$ cat src/rtl/run_step_ctrl_if.sv
// Signal bundle between the run/step controller, the system/debug side and DATA_PATH.
// The controller sits on the slave modport; the debug side / bench drives the master modport.
interface run_step_ctrl_if #(
  parameter int PC_W   = 12,
  parameter int INST_W = 16,
  parameter int CNT_W  = 16
) ();

  // Debug / system side requests
  logic              start;
  logic              mode;
  logic              step;
  logic              abort;
  logic              bp_en;
  logic [PC_W-1:0]   bp_addr;

  // DATA_PATH observation
  logic [PC_W-1:0]   pc_in;
  logic [INST_W-1:0] inst_in;

  // Controller outputs
  logic              go;
  logic              run_en;
  logic              busy;
  logic              done;
  logic [2:0]        halt_cause;
  logic [CNT_W-1:0]  cycle_count;

  modport master (
    output start, mode, step, abort, bp_en, bp_addr, pc_in, inst_in,
    input  go, run_en, busy, done, halt_cause, cycle_count
  );

  modport slave (
    input  start, mode, step, abort, bp_en, bp_addr, pc_in, inst_in,
    output go, run_en, busy, done, halt_cause, cycle_count
  );

endinterface

$ cat src/rtl/run_step_ctrl.sv
// Run/step controller for DATA_PATH: launches a run with a go pulse, gates the
// datapath clock enable in free-run or single-step mode, and stops on halt/bp/timeout/abort.
module run_step_ctrl #(
  parameter int                PC_W      = 12,
  parameter int                INST_W    = 16,
  parameter int                CNT_W     = 16,
  parameter int                GO_CYCLES = 1,
  parameter logic [INST_W-1:0] HALT_INST = 16'hF000,
  parameter int                TIMEOUT   = 1000
) (
  input  logic             clk,
  input  logic             rst_n,
  run_step_ctrl_if.slave   bus
);

  typedef enum logic [2:0] {
    S_IDLE,
    S_LAUNCH,
    S_RUN,
    S_STEP,
    S_DONE
  } state_e;

  typedef enum logic [2:0] {
    C_NONE    = 3'd0,
    C_HALT    = 3'd1,
    C_BP      = 3'd2,
    C_TIMEOUT = 3'd3,
    C_ABORT   = 3'd4
  } cause_e;

  localparam int               GO_W     = (GO_CYCLES > 1) ? $clog2(GO_CYCLES) : 1;
  localparam logic [GO_W-1:0]  GO_LAST  = GO_W'(GO_CYCLES - 1);
  localparam logic [CNT_W-1:0] CNT_MAX  = '1;
  localparam logic [CNT_W-1:0] TO_LAST  = (TIMEOUT != 0) ? CNT_W'(TIMEOUT - 1) : '0;

  state_e           state_q, state_d;
  logic [GO_W-1:0]  go_cnt_q, go_cnt_d;
  logic             step_q;
  logic             step_fire_q, step_fire_d;
  cause_e           cause_q, cause_d;
  logic [CNT_W-1:0] count_q, count_d;

  logic             run_en;
  logic             step_edge;
  logic             stop_hit;
  cause_e           stop_cause;
  logic [PC_W-1:0]  pc_cur;
  logic [PC_W-1:0]  bp_pc;

  assign pc_cur    = bus.pc_in;
  assign bp_pc     = bus.bp_addr;
  assign step_edge = bus.step & ~step_q;

  // run_en is a decode of state plus a registered step strobe, so no input reaches it combinationally.
  assign run_en = (state_q == S_RUN) || step_fire_q;

  // Stop priority: halt instruction, then breakpoint, then timeout.
  always_comb begin
    stop_hit   = 1'b1;
    stop_cause = C_NONE;
    if (bus.inst_in == HALT_INST) begin
      stop_cause = C_HALT;
    end else if (bus.bp_en && (pc_cur == bp_pc)) begin
      stop_cause = C_BP;
    end else if ((TIMEOUT != 0) && (count_q == TO_LAST)) begin
      stop_cause = C_TIMEOUT;
    end else begin
      stop_hit = 1'b0;
    end
  end

  // NOTE: every signal written here gets a default first, so no path leaves it unassigned and no latch is inferred.
  always_comb begin
    state_d     = state_q;
    go_cnt_d    = go_cnt_q;
    step_fire_d = 1'b0;
    cause_d     = cause_q;
    count_d     = count_q;

    if (run_en && (count_q != CNT_MAX)) begin
      count_d = count_q + CNT_W'(1);
    end

    unique case (state_q)
      S_IDLE, S_DONE: begin
        if (bus.start) begin
          state_d  = S_LAUNCH;
          go_cnt_d = '0;
          cause_d  = C_NONE;
          count_d  = '0;
        end
      end

      S_LAUNCH: begin
        if (bus.abort) begin
          state_d = S_DONE;
          cause_d = C_ABORT;
        end else if (go_cnt_q == GO_LAST) begin
          state_d = bus.mode ? S_STEP : S_RUN;
        end else begin
          go_cnt_d = go_cnt_q + GO_W'(1);
        end
      end

      S_RUN, S_STEP: begin
        if (bus.abort) begin
          state_d = S_DONE;
          cause_d = C_ABORT;
        end else if (run_en && stop_hit) begin
          state_d = S_DONE;
          cause_d = stop_cause;
        end else if ((state_q == S_STEP) && step_edge) begin
          step_fire_d = 1'b1;
        end
      end

      default: begin
        state_d = S_IDLE;
      end
    endcase
  end

  // NOTE: state registers use non-blocking assignments so every flop samples the pre-edge values.
  always_ff @(posedge clk or negedge rst_n) begin
    if (!rst_n) begin
      state_q     <= S_IDLE;
      go_cnt_q    <= '0;
      step_q      <= 1'b0;
      step_fire_q <= 1'b0;
      cause_q     <= C_NONE;
      count_q     <= '0;
    end else begin
      state_q     <= state_d;
      go_cnt_q    <= go_cnt_d;
      step_q      <= bus.step;
      step_fire_q <= step_fire_d;
      cause_q     <= cause_d;
      count_q     <= count_d;
    end
  end

  assign bus.go          = (state_q == S_LAUNCH);
  assign bus.run_en      = run_en;
  assign bus.busy        = (state_q == S_LAUNCH) || (state_q == S_RUN) || (state_q == S_STEP);
  assign bus.done        = (state_q == S_DONE);
  assign bus.halt_cause  = cause_q;
  assign bus.cycle_count = count_q;

endmodule
$ cat src/flat_wrapper.sv
// flat-port wrapper written by rule: the top's interface ports become plain ports
module run_step_ctrl_flat 
#(
  parameter int                PC_W      = 12,
  parameter int                INST_W    = 16,
  parameter int                CNT_W     = 16,
  parameter int                GO_CYCLES = 1,
  parameter logic [INST_W-1:0] HALT_INST = 16'hF000,
  parameter int                TIMEOUT   = 1000
)
  (clk, rst_n, bus_start, bus_mode, bus_step, bus_abort, bus_bp_en, bus_bp_addr, bus_pc_in, bus_inst_in, bus_go, bus_run_en, bus_busy, bus_done, bus_halt_cause, bus_cycle_count);
  run_step_ctrl_if #(.PC_W(PC_W), .INST_W(INST_W), .CNT_W(CNT_W)) bus_i ();
  input  logic clk;
  input  logic rst_n;
  input wire logic [$bits(bus_i.start)-1:0] bus_start;
  input wire logic [$bits(bus_i.mode)-1:0] bus_mode;
  input wire logic [$bits(bus_i.step)-1:0] bus_step;
  input wire logic [$bits(bus_i.abort)-1:0] bus_abort;
  input wire logic [$bits(bus_i.bp_en)-1:0] bus_bp_en;
  input wire logic [$bits(bus_i.bp_addr)-1:0] bus_bp_addr;
  input wire logic [$bits(bus_i.pc_in)-1:0] bus_pc_in;
  input wire logic [$bits(bus_i.inst_in)-1:0] bus_inst_in;
  output wire logic [$bits(bus_i.go)-1:0] bus_go;
  output wire logic [$bits(bus_i.run_en)-1:0] bus_run_en;
  output wire logic [$bits(bus_i.busy)-1:0] bus_busy;
  output wire logic [$bits(bus_i.done)-1:0] bus_done;
  output wire logic [$bits(bus_i.halt_cause)-1:0] bus_halt_cause;
  output wire logic [$bits(bus_i.cycle_count)-1:0] bus_cycle_count;
  assign bus_i.start = bus_start;
  assign bus_i.mode = bus_mode;
  assign bus_i.step = bus_step;
  assign bus_i.abort = bus_abort;
  assign bus_i.bp_en = bus_bp_en;
  assign bus_i.bp_addr = bus_bp_addr;
  assign bus_i.pc_in = bus_pc_in;
  assign bus_i.inst_in = bus_inst_in;
  assign bus_go = bus_i.go;
  assign bus_run_en = bus_i.run_en;
  assign bus_busy = bus_i.busy;
  assign bus_done = bus_i.done;
  assign bus_halt_cause = bus_i.halt_cause;
  assign bus_cycle_count = bus_i.cycle_count;
  run_step_ctrl #(.PC_W(PC_W), .INST_W(INST_W), .CNT_W(CNT_W), .GO_CYCLES(GO_CYCLES), .HALT_INST(HALT_INST), .TIMEOUT(TIMEOUT)) u_core (.clk(clk), .rst_n(rst_n), .bus(bus_i));
endmodule
$ cat config.mk
export PLATFORM = sky130hd
export DESIGN_NAME = run_step_ctrl_flat
export DESIGN_NICKNAME = d
export VERILOG_FILES = /design/src/rtl/run_step_ctrl_if.sv /design/src/rtl/run_step_ctrl.sv /design/src/flat_wrapper.sv
export SDC_FILE = /design/constraint.sdc
export NUM_CORES = 1
export LEC_CHECK = 0
export BUFFER_PORTS_ARGS = -buffer_cell sky130_fd_sc_hd__buf_4
export CORE_MARGIN = 3
export CORE_UTILIZATION = 46
export DETAILED_ROUTE_END_ITERATION = 10
export PLACE_DENSITY = 0.75
export SYNTH_ARGS = -nofsm -noshare
export SYNTH_HDL_FRONTEND = slang
export SYNTH_SLANG_ARGS = --single-unit
$ cat constraint.sdc
create_clock -name clk -period 2 [get_ports clk]
set_input_delay 0.2 -clock clk [delete_from_list [all_inputs] [get_ports clk]]
set_output_delay 0.2 -clock clk [all_outputs]
set_load 0.1 [all_outputs]
; ---- Yosys cells after proc, flatten, opt, wreduce, memory -nomap -nowiden
; Cells that the tools add are included.
[word_totals]
inputBits = 47
regBits = 25
[classes]
n_mux = 29
n_reduce_logical = 15
bitwise_logic = 2
n_eq_ne = 13
add_sub_neg = 2
[op_table]
columns = operator, n
row1 = 2-to-1 mux 16 bit, 3
row2 = 2-to-1 mux 3 bit, 11
row3 = case mux 3 bit (3 select lines), 2
row4 = "adder 16 x 1 -> 16 bit, second input constant", 1
row5 = "equality test 16 x 10 -> 1 bit, second input constant", 1
row6 = "equality test 16 bit, second input constant", 1
row7 = "inequality test 16 bit, second input constant", 1
row8 = equality test 12 bit, 1
row9 = 2-to-1 mux 1 bit, 11
row10 = "equality test 3 x 2 -> 1 bit, second input constant", 2
row11 = "inequality test 2 bit, second input constant", 3
row12 = AND reduction 3 bit, 2
row13 = logical AND 1 bit, 4
row14 = AND reduction 4 bit, 1
row15 = OR reduction 2 bit, 2
row16 = "equality test 3 x 1 -> 1 bit, second input constant", 1
row17 = "equality test 3 bit, second input constant", 1
row18 = zero test 3 bit, 1
row19 = logical OR 1 bit, 3
row20 = "inequality test 3 x 2 -> 1 bit, second input constant", 1
row21 = "inequality test 3 bit, second input constant", 1
row22 = nonzero test 3 bit, 1
row23 = 2-to-1 mux 2 bit, 1
row24 = case mux 1 bit (2 select lines), 1
row25 = other kinds (4), 4

; ---- Longest topological paths before layout
; Gate-level depths: netlist of the first run.
[logic_depth]
ltp_word = 8
mapped_depth = 6
depth_no_buf = 6

; ---- Least setup slack after synthesis of the first run
; No wires, ideal clock.
[synth_path]
kind = reg2reg
from = register u_core.count_q[0] (netlist: u_core.bus.cycle_count[0])
to = register u_core.count_q[12] (netlist: u_core.bus.cycle_count[12])
path_stages_with_launch = 7
period_less_slack_ps = 2449
t_arrival_ps = 2317
n_path_buf = 0
t_required_ps = 1868
setup_slack_ps = -449
path_cell_list = dfrtp_1 ha_1 nand4_1 or2_2 nor4_1 xnor2_1 nor2_1
[synth_via]
elab_chain_cells = 5
word_cells_on_any_way = 6
classes_between = add/sub: 1 / eq/ne: 1 / mux: 3 / reduce/logical: 1
[synth_rtl]
columns = element, line
row1 = start: declaration, run_step_ctrl.sv:42  ; logic [CNT_W-1:0] count_q, count_d;
row2 = start signal: assignment, run_step_ctrl.sv:139  ; count_q <= count_d;
row3 = "parallel branches: the longest is 2 deep, another holds adder 16 x 1 -> 16 bit", n/a
row4 = 2-to-1 mux 16 bit *, run_step_ctrl.sv:81  ; if (run_en && (count_q != CNT_MAX)) begin
row5 = 2-to-1 mux 16 bit, run_step_ctrl.sv:87  ; if (bus.start) begin
row6 = 2-to-1 mux 16 bit *, run_step_ctrl.sv:85  ; unique case (state_q)
row7 = named net u_core.count_d[12], run_step_ctrl.sv:42
; Mark *: on every way through the listed nets, which the timed path passes.
; A chain may end at the register's enable or synchronous reset.

; ---- Final worst setup path of the first run
[layout_path]
from = register u_core.state_q[1]
to = output bus_run_en
[layout_via]
elab_chain_cells = 2
[layout_rtl]
columns = element, line
row1 = start: declaration, run_step_ctrl.sv:37  ; state_e state_q, state_d;
row2 = start signal: assignment, run_step_ctrl.sv:134  ; state_q <= state_d;
row3 = equality test 3 x 2 -> 1 bit, run_step_ctrl.sv:56  ; assign run_en = (state_q == S_RUN) || step_fire_q;
row4 = logical OR 1 bit, run_step_ctrl.sv:56
row5 = end: declaration, flat_wrapper.sv:24  ; output wire logic [$bits(bus_i.run_en)-1:0] bus_run_en;
; No other way between the ends.

==> qor.txt, run 1 <==
Top cells by area, synth - dfrtp_1, xnor2_1, nor2_1
Clock slew at reported path FFs - 0.12 ns
Max Slew Vio Count - 0
GR Util All Layers - 0.209
CTS tree - yes
Setup Fix Bufs, Post-CTS - 0
Max cap viols - 0
CP startpoint kind - register
Routability cong. - 0.873
IO buf count - 69
Die Span Y - 63.3 µm
Worst-skew pair later-pin latency - 0.32 ns
Cell Count Post-Placement - 274
Avg WL per Cell - 13.6 µm
Vias in the first global route - 1,499
Mapped Nets - 211
Clk buf depth - 2
DRT Wirelength - 3810 µm
Cts bufs inserted - 3
Final hold violation count - 0
Crit path DAT - 1.69 ns
Antenna Violating Nets Remaining - 0
Avg Inst Size Synth - 9.27 µm²
Critical path's largest stage delay - 0.46 ns
Total gr overflow - 0
Synth area leader - dfrtp_1
Vias/cell - 5.20
Die ar. - 0.00401 mm²
Hold crit path type - input pin to register
Reg2reg end - u_core.bus.halt_cause[2]$_DFFE_PN0P_
1st-iter DRT viols - 119
Area grow syn2layout - 45.0%
Worst hold stages - 2
Hold path startpoint - bus_start
Synth warn - 0
Root Buffer - clkbuf_4
Data required, critical path - 1.80 ns
Pleak - 0.955 nW
Run status - finished clean
CP max FO - 12
Core area - 0.00310 mm²
Filler cells - 274
Clk sinks - 24
Initial antenna violation count - 0
Power Dens Cells - 864 mW/mm²
Peak supply drop - 0.712 mV
Max Freq - 529 MHz
Largest net degree at the start of global routing - 25
Flop2flop setup slack - 0.19 ns
Worst r2r src - u_core.bus.cycle_count[3]$_DFF_PN0_
Sum of buffers and inverters on the critical path - 2
Initial Util - 0.487
Hpwl dp - 3040 µm
First-pass GRT wire length - 6610 µm
Antenna Diode Count - 0
DRC - 0
Fin cells - 280
Crit path capture type - primary output
Synthesized instance count - 163
Clk_skew - 0.00273 ns
Layout cell share with drive strength beyond 1 - 0.449
Synth top area share - 0.397
Min Clock Period, post-route - 1.89 ns
Hold EP - u_core.state_q[2]$_DFFE_PN0P_
Main synth FF type - dfrtp_1
Beginning of the critical path - u_core.state_q[1]$_DFFE_PN0P_
Die width - 63.3 µm
Worst slack at placement - 0.200 ns
Worst path slowest cell - dfrtp_1
Fraction of registers with async set/reset - 1.00
CTS H-Tree Depth - 1
Final Cycle Share - 0.945
Final nets - 285
Finish-stage setup viols - 0
Worst-margin pin slew - 0.474 ns
Crit path kind - register to primary output
Via count - 1,455
CP delay by family, top - simple AND/OR/NAND/NOR gates
Final hold slack - 0.0893 ns
Worst Reg-to-Reg Cells - 5
Drt pass-1 iters - 4
Number of synthesized flops with an enable pin - 0
CP cell instances - nor3b_2, nor2_2, inv_1, buf_4
Final worst slack - 0.110 ns
Total negative slack - 0 ns
Seq cells post-synth - 24
Slew HR - 0.681
Sequential element share of the synthesized area - 0.397
Rows - 20
Mapped Area - 0.00151 mm²
Synth cell types - 40
IO Pins - 70
placed cells by master (no fill, tap or decap), types with 3 or more instances in the layout:
cell type and n:
a21oi_1 5, nor3_1 6, dfrtp_2 13, nor4_4 3
nand2b_1 3, nand2_1 9, nor2_1 21, dfrtp_1 8
o21ai_0 5, nor4_1 3, inv_1 6, or4_1 4
nor2_2 4, nand4_1 6, xnor2_1 26, nand3_1 4
dfrtp_4 3, clkbuf_4 3, buf_4 71
registers in the layout, summed over array words and instances, names as in the netlist:
register / flops
u_core.bus.cycle_count: 16
u_core.step_fire_q: 1
u_core.state_q: 3
u_core.bus.halt_cause: 3
u_core.step_q: 1
where the power goes:
| part | internal [W] | leakage [nW] | switching [W] |
|---|---|---|---|
| Clock | 0.0000783 | 0.0150 | 0.000146 |
| Sequential | 0.000546 | 0.300 | 0.0000788 |
| Combinational | 0.000300 | 0.640 | 0.000743 |
metal layers:
layer | part of all wire | track usage | wire, µm | vias up
met2 | 0.48 | 0.349 | 1830 | 66
met4 | 0.019 | 0.0970 | 72 | 0
met5 | 0 | 0 | 0 | -
met1 | 0.42 | 0.262 | 1610 | 664
li1 | - | - | - | 720
met3 | 0.077 | 0.0321 | 293 | 5
through the flow:
stage / power, W / util / instance area [µm²]
floorplan: 0.00140 / - / 1560
global placement: 0.00165 / 0.685 / 2130
detailed placement: 0.00167 / 0.685 / 2130
CTS: 0.00190 / 0.701 / 2180
global route: 0.00201 / 0.706 / 2190
finish: 0.00189 / 0.706 / 2190
area by class of cell:
class / instances / area [µm²] / share of cell area
multi-input combinational: 129 / 907 / 0.414
inverter: 6 / 22.5 / 0.0103
timing repair buffer: 73 / 553 / 0.252
sequential: 24 / 628 / 0.287
tap: 44 / 55.1 / 0.0251
clock buffer: 4 / 26.3 / 0.0120
synth_stat cells (2+ instances only):
master,number
nand4b_1,2
or2_2,2
nor2_1,24
clkbuf_1,2
nand2b_1,3
nor4b_1,2
nand4_1,6
and3_1,2
a21o_1,2
xnor2_1,26
nor3b_1,3
nor4_4,3
inv_1,6
o21ai_0,5
dfrtp_1,24
a21oi_1,5
nand3_1,4
or4_1,4
nor3_1,6
nor4_1,4
nand2_1,9
how the worst max path moves through the flow:
stage	slack, ns	endpoint	depth (start not counted)
floorplan	0.005	u_core.bus.halt_cause[2]$_DFFE_PN0P_	5
global placement	0.20	u_core.state_q[0]$_DFFE_PN0P_	5
detailed placement	0.20	u_core.bus.halt_cause[2]$_DFFE_PN0P_	5
CTS	0.10	bus_run_en	4
global route	-0.01	bus_run_en	4
finish	0.11	bus_run_en	4
kinds of logic after synthesis:
kind of cell,share of synthesized area
AND/OR/NAND/NOR,0.337
XOR/XNOR,0.151
flip-flops,0.397
AO/OA/AOI/OAI,0.0737
buffers and inverters,0.0265
multiplexers,0.00662
adder cells (fa/ha/maj),0.00828
timing repair:
| item | in CTS | in global routing |
|---|---|---|
| hold endpoints to repair | 25 | 0 |
| resized for setup | 1 | 3 |
| setup endpoints to repair | 1 | 3 |
| hold buffers | 2 | 0 |
Note: power is estimated with default switching activity, not from simulation.
==> run 2: changes to the inputs <==
--- a/config.mk
+++ b/config.mk
@@ -5,10 +5,11 @@
 export SDC_FILE = /design/constraint.sdc
 export NUM_CORES = 1
 export LEC_CHECK = 0
-export BUFFER_PORTS_ARGS = -buffer_cell sky130_fd_sc_hd__buf_4
-export CORE_MARGIN = 3
+export BUFFER_PORTS_ARGS = -buffer_cell sky130_fd_sc_hd__buf_2
+export CORE_MARGIN = 1.5
 export CORE_UTILIZATION = 46
 export DETAILED_ROUTE_END_ITERATION = 10
+export MAX_ROUTING_LAYER = met4
 export PLACE_DENSITY = 0.75
 export SYNTH_ARGS = -nofsm -noshare
 export SYNTH_HDL_FRONTEND = slang
==> qor.txt, run 2 (synthesis gave the netlist of run 1 again) <==
Run status - finished clean
1st-iter DRT viols - 77 (-35%)
Clk sinks - 24 (unchanged)
Reg power frac - 0.304 (-0.026)
Total chip power - 0.00198 W (+4.9%)
DP Area - 0.00198 mm² (-7.1%)
Worst-margin pin slew - 0.525 ns (+0.0512 ns)
Final Cycle Share - 0.924 (-0.0212)
CP max FO - 6 (-6)
Via count - 1,434 (-1.4%)
Int Pwr - 0.00102 W (+10%)
Hold crit path type - input pin to register
Vias/cell - 5.07 (-2.5%)
Flop2flop setup slack - 0.15 ns (-0.04 ns)
Antenna Diode Count - 0 (unchanged)
Die ar. - 0.00364 mm² (-9.3%)
Worst-skew pair later-pin latency - 0.31 ns (about the same)
Multi-input gate area - 907 µm² (unchanged)
Data required, critical path - 2.23 ns (+0.43 ns)
Rows - 20 (unchanged)
Routability cong. - 0.850 (-2.7%)
Area grow syn2layout - 37.0%
First-pass GRT wire length - 5900 µm (-11%)
Vias in the first global route - 1,353 (-9.7%)
Crit path kind - register to register
IO Pins - 70 (unchanged)
Initial antenna violation count - 0 (unchanged)
Final nets - 288 (+1.1%)
Max Freq - 541 MHz (+2.3%)
Total gr overflow - 0 (unchanged)
CP startpoint kind - register
Most frequent cells in the layout - buf_2, xnor2_1, nor2_1
Fin area - 0.00207 mm² (-5.5%)
Total negative slack - 0 ns (unchanged)
Hpwl dp - 2720 µm (-11%)
Most common cell after layout, fill and taps aside - buf_2
Avg WL per Cell - 12.3 µm (-9.8%)
Min Clock Period, post-route - 1.85 ns (-0.0424 ns)
Largest net degree at the start of global routing - 25 (unchanged)
Slew HR - 0.650 (-0.0318)
Setup Fix Bufs, Post-CTS - 0 (unchanged)
Clock network power share - 0.176 (+0.058)
Peak supply drop - 1.25 mV (+76%)
P_sw - 0.000966 W (-0.15%)
Max Slew Vio Count - 0 (unchanged)
Cell Count Post-Placement - 277 (+1.1%)
DRT Wirelength - 3480 µm (-8.8%)
Layout cell share with drive strength beyond 1 - 0.456 (+0.00691)
Die Span Y - 60.3 µm (-4.7%)
Die width - 60.3 µm (-4.7%)
Crit path DAT - 2.07 ns (+0.38 ns)
Comb pwr share - 0.521 (-0.030)
Clock slew at reported path FFs - 0.13 ns (about the same)
Clk buf depth - 2 (unchanged)
Max reg flops - 16 (unchanged)
Reg area - 628 µm² (unchanged)
CTS tree - yes
Root Buffer - clkbuf_4
Cts bufs inserted - 3 (unchanged)
DRC - 0 (unchanged)
Fin cells - 283 (+1.1%)
Clk_skew - 0.00563 ns (+0.00289 ns)
Power Dens Cells - 959 mW/mm² (+11%)
Final hold violation count - 0 (unchanged)
Drt pass-1 iters - 4 (unchanged)
Crit path capture type - register
Sw frac - 0.487 (-0.0245)
Pleak - 0.945 nW (-1.1%)
Filler cells - 261 (-4.7%)
GR Util All Layers - 0.218 (+0.00971)
IO buf count - 69 (unchanged)
Finish-stage setup viols - 0 (unchanged)
Initial Util - 0.491 (+0.00396)
CTS H-Tree Depth - 1 (unchanged)
RSZ-0062 raised after global routing - false
Core area - 0.00308 mm² (-0.81%)
Antenna Violating Nets Remaining - 0 (unchanged)
Max cap viols - 0 (unchanged)
==> run 2: cell count changes in the layout (fill, tap and decap cells not counted) <==
| cell | change |
|---|---|
| buf_2 | +68 |
| buf_4 | -65 |
| bufinv_16 | +1 |
| clkbuf_1 | -1 |
| nor2_2 | -1 |
| nor2_4 | +1 |
| o31ai_1 | +1 |
| o31ai_2 | -1 |
==> run 2: cell type report <==
type	instances	share of cell area
Sequential cell	24	0.303
Inverter	6	0.0109
Multi-Input combinational cell	129	0.438
Clock buffer	3	0.0109
Timing Repair Buffer	76	0.196
Tap cell	44	0.0266
Clock inverter	1	0.0145
==> run 2: path summary, 6_finish.rpt <==
path	from	end	depth (start not counted)
hold / removal	bus_start	u_core.state_q[2]$_DFFE_PN0P_	2
max in group asynchronous	rst_n	u_core.bus.cycle_count[0]$_DFF_PN0_	2
min in group asynchronous	rst_n	u_core.bus.cycle_count[8]$_DFF_PN0_	2
hold reg to reg	u_core.step_q$_DFF_PN0_	u_core.step_fire_q$_DFF_PN0_	2
setup / recovery	u_core.bus.cycle_count[3]$_DFF_PN0_	u_core.bus.halt_cause[2]$_DFFE_PN0P_	5
setup reg to reg	u_core.bus.cycle_count[3]$_DFF_PN0_	u_core.bus.halt_cause[2]$_DFFE_PN0P_	5
==> run 2: repair_timing <==
action,in CTS,in global routing
gates resized for setup,2,3
cloned,0,0
setup endpoints to repair,1,3
hold buffers,2,0
endpoints found under the hold margin,25,0
==> run 2: per-stage QoR <==
step | util | setup slack (ns) | hold WS (ns)
4_1_cts | 0.667 | 0.0599 | 0.0737
3_3_place_gp | 0.642 | 0.211 | 0.207
5_1_grt | 0.673 | 0.0108 | 0.0660
3_5_place_dp | 0.642 | 0.165 | 0.208
2_1_floorplan | - | 0.00501 | -0.0956
6_report | 0.673 | 0.152 | 0.0924
==> run 2: per-layer routing <==
layer,part of all wire,global-route usage,vias up
met5,0,-,-
met4,0.0081,0.0540,0
met3,0.064,0.0455,4
met2,0.49,0.371,55
met1,0.43,0.263,645
li1,-,-,730
==> run 2: worst max-delay path, stage by stage, from the launching register on <==
cell and delay, ns:
dfrtp_2 0.46, or4_4 0.55, nor4_4 0.31, nor2_2 0.07, and3_4 0.20, a21o_1 0.17
==> run 2: power groups by stage <==
stage,registers [W],clock network (W),logic [W]
finish,0.000603,0.000349,0.00103
global route,0.000616,0.000378,0.00110
CTS,0.000599,0.000359,0.00103
detailed placement,0.000608,0,0.00102
global placement,0.000608,0,0.00101
floorplan,0.000784,0,0.000618
==> run 3: changes to the inputs <==
--- a/config.mk
+++ b/config.mk
@@ -6,11 +6,12 @@
 export NUM_CORES = 1
 export LEC_CHECK = 0
 export BUFFER_PORTS_ARGS = -buffer_cell sky130_fd_sc_hd__buf_2
-export CORE_MARGIN = 1.5
-export CORE_UTILIZATION = 46
+export CORE_MARGIN = 2
+export CORE_UTILIZATION = 50
 export DETAILED_ROUTE_END_ITERATION = 10
 export MAX_ROUTING_LAYER = met4
-export PLACE_DENSITY = 0.75
+export PLACE_DENSITY = 0.81
+export SKIP_LAST_GASP = 1
 export SYNTH_ARGS = -nofsm -noshare
 export SYNTH_HDL_FRONTEND = slang
 export SYNTH_SLANG_ARGS = --single-unit
==> constraint.sdc (replaced) <==
create_clock -name clk -period 2.3 [get_ports clk]
set_input_delay 0.23 -clock clk [delete_from_list [all_inputs] [get_ports clk]]
set_output_delay 0.23 -clock clk [all_outputs]
set_load 0.1 [all_outputs]
==> qor.txt, run 3 (synthesis gave the netlist of run 1 again) <==
Max Slew Vio Count - 0 (unchanged)
Root Buffer - clkbuf_4
Worst-margin pin slew - 0.572 ns (+0.0468 ns)
CP delay by family, top - simple AND/OR/NAND/NOR gates
Max cap viols - 0 (unchanged)
Filler cells - 247 (-5.4%)
DRC - 1 (+1)
CTS tree - yes
Crit path DAT - 1.83 ns (-0.24 ns)
Drt pass-1 iters - 7 (+3)
Clk buf depth - 2 (unchanged)
RSZ-0062 raised after global routing - false
Final hold violation count - 0 (unchanged)
Initial Util - 0.539 (+0.0477)
Initial antenna violation count - 0 (unchanged)
1st-iter DRT viols - 50 (-35%)
CP startpoint kind - register
Clk_skew - 0.00568 ns (+0.0000588 ns)
Critical path's largest stage delay - 0.46 ns (-0.09 ns)
Min Clock Period, post-route - 2.06 ns
Most frequent cells in the layout - buf_2, xnor2_1, nor2_1
Cts bufs inserted - 3 (unchanged)
Area grow syn2layout - 28.6%
CP cell instances - nor3b_1, nor2_2, inv_1, buf_2
Sum of buffers and inverters on the critical path - 2 (+2)
Worst-skew pair later-pin latency - 0.32 ns (about the same)
DRT Wirelength - 3570 µm (+2.8%)
Crit path capture type - primary output
GR Util All Layers - 0.226 (+0.00801)
Failing checks - design-rule violations
Layout cell share with drive strength beyond 1 - 0.385 (-0.0715)
Antenna Violating Nets Remaining - 0 (unchanged)
Worst slack at placement - 0.466 ns (+0.301 ns)
IO Pins - 70 (unchanged)
Vias in the first global route - 1,407 (+4.0%)
Final nets - 283 (-1.7%)
Run status - finished, violations left
Hpwl dp - 2820 µm (+3.7%)
Worst Reg-to-Reg Cells - 5 (unchanged)
Total negative slack - 0 ns (unchanged)
Slew HR - 0.618 (-0.0316)
Hold crit path type - input pin to register
Die width - 59.0 µm (-2.2%)
Die Span Y - 59.0 µm (-2.2%)
Clk sinks - 24 (unchanged)
Crit path kind - register to primary output
CP max FO - 12 (+6)
Die ar. - 0.00348 mm² (-4.4%)
Finish-stage setup viols - 0 (unchanged)
Avg WL per Cell - 13.5 µm (+9.8%)
Via count - 1,460 (+1.8%)
Total gr overflow - 0 (unchanged)
Clock slew at reported path FFs - 0.13 ns (about the same)
IO buf count - 69 (unchanged)
Cell depth of the worst setup path - 4 (-1)
Pleak - 0.932 nW (-1.3%)
Worst path slowest cell - dfrtp_1
Largest net degree at the start of global routing - 25 (unchanged)
Final worst slack - 0.243 ns (+0.0911 ns)
Rows - 19 (-5.0%)
Antenna Diode Count - 0 (unchanged)
Final Cycle Share - 0.894
Most common cell after layout, fill and taps aside - buf_2
Peak supply drop - 0.460 mV (-63%)
Total chip power - 0.00159 W (-20%)
Max Freq - 486 MHz
Setup Fix Bufs, Post-CTS - 0 (unchanged)
Power Dens Cells - 819 mW/mm² (-15%)
Max reg flops - 16 (unchanged)
Data required, critical path - 2.07 ns (-0.16 ns)
CTS H-Tree Depth - 1 (unchanged)
First-pass GRT wire length - 5940 µm (+0.70%)
Routability cong. - 0.872 (+2.7%)
Vias/cell - 5.51 (+8.7%)
Worst hold stages - 1 (-1)
Core area - 0.00281 mm² (-8.9%)
## run 3: changes by cell type in the layout (fill, tap and decap cells not counted), moves of 3 or more
cell / previous run / this run
dfrtp_4: 3 / 0
dfrtp_2: 13 / 5
buf_4: 6 / 1
dfrtp_1: 8 / 19
## run 3: cell type report
cell class / instances / area (µm²) / area share
multi-input combinational: 129 / 876 / 0.451
sequential: 24 / 607 / 0.312
timing repair buffer: 71 / 363 / 0.187
tap: 31 / 38.8 / 0.0200
clock buffer: 4 / 36.3 / 0.0187
inverter: 6 / 22.5 / 0.0116
## run 3: path summary, 6_finish.rpt
path	to	slack (ns)	start
worst max-delay path	bus_run_en	0.24	u_core.state_q[0]$_DFFE_PN0P_
worst min-delay path	u_core.step_q$_DFF_PN0_	0.03	bus_step
worst max register to register	u_core.bus.halt_cause[2]$_DFFE_PN0P_	0.44	u_core.bus.cycle_count[3]$_DFF_PN0_
worst min register to register	u_core.step_fire_q$_DFF_PN0_	0.51	u_core.step_q$_DFF_PN0_
max in group asynchronous	u_core.bus.cycle_count[6]$_DFF_PN0_	1.49	rst_n
min in group asynchronous	u_core.bus.cycle_count[1]$_DFF_PN0_	0.42	rst_n
## run 3: what timing repair did
action | in CTS | in global routing
hold endpoints to repair | 24 | 0
resized for setup | 0 | 1
hold buffers | 1 | 0
endpoints found under the setup margin | 0 | 1
## run 3: routing by layer
layer	global-route usage	wire length (µm)	up-vias
li1	-	-	721
met1	0.291	1540	681
met2	0.378	1780	54
met3	0.0240	207	4
met4	0.0682	48	0
met5	-	0	-
## run 3: power breakdown
part | internal [W] | switching [W] | leakage (nW)
registers | 0.000470 | 0.0000574 | 0.319
clock network | 0.0000968 | 0.000126 | 0.0210
logic | 0.000200 | 0.000642 | 0.592
total | 0.000766 | 0.000826 | 0.932
## run 3: stage by stage
stage               hold slack (ns)  utilization  area, µm²  instances
floorplan                   -0.0656            -       1520        163
CTS                          0.0223        0.692       1940        265
global placement              0.240        0.675       1890        260
global route                0.00610        0.693       1940        265
detailed placement            0.240        0.675       1890        260
finish                       0.0257        0.693       1940        265
## run 3: worst reg2reg max path, delay by kind of cell (launching register included)
family	cells	cell delay, ns
compound gates	1	0.17
flops	1	0.48
simple gates	4	1.13
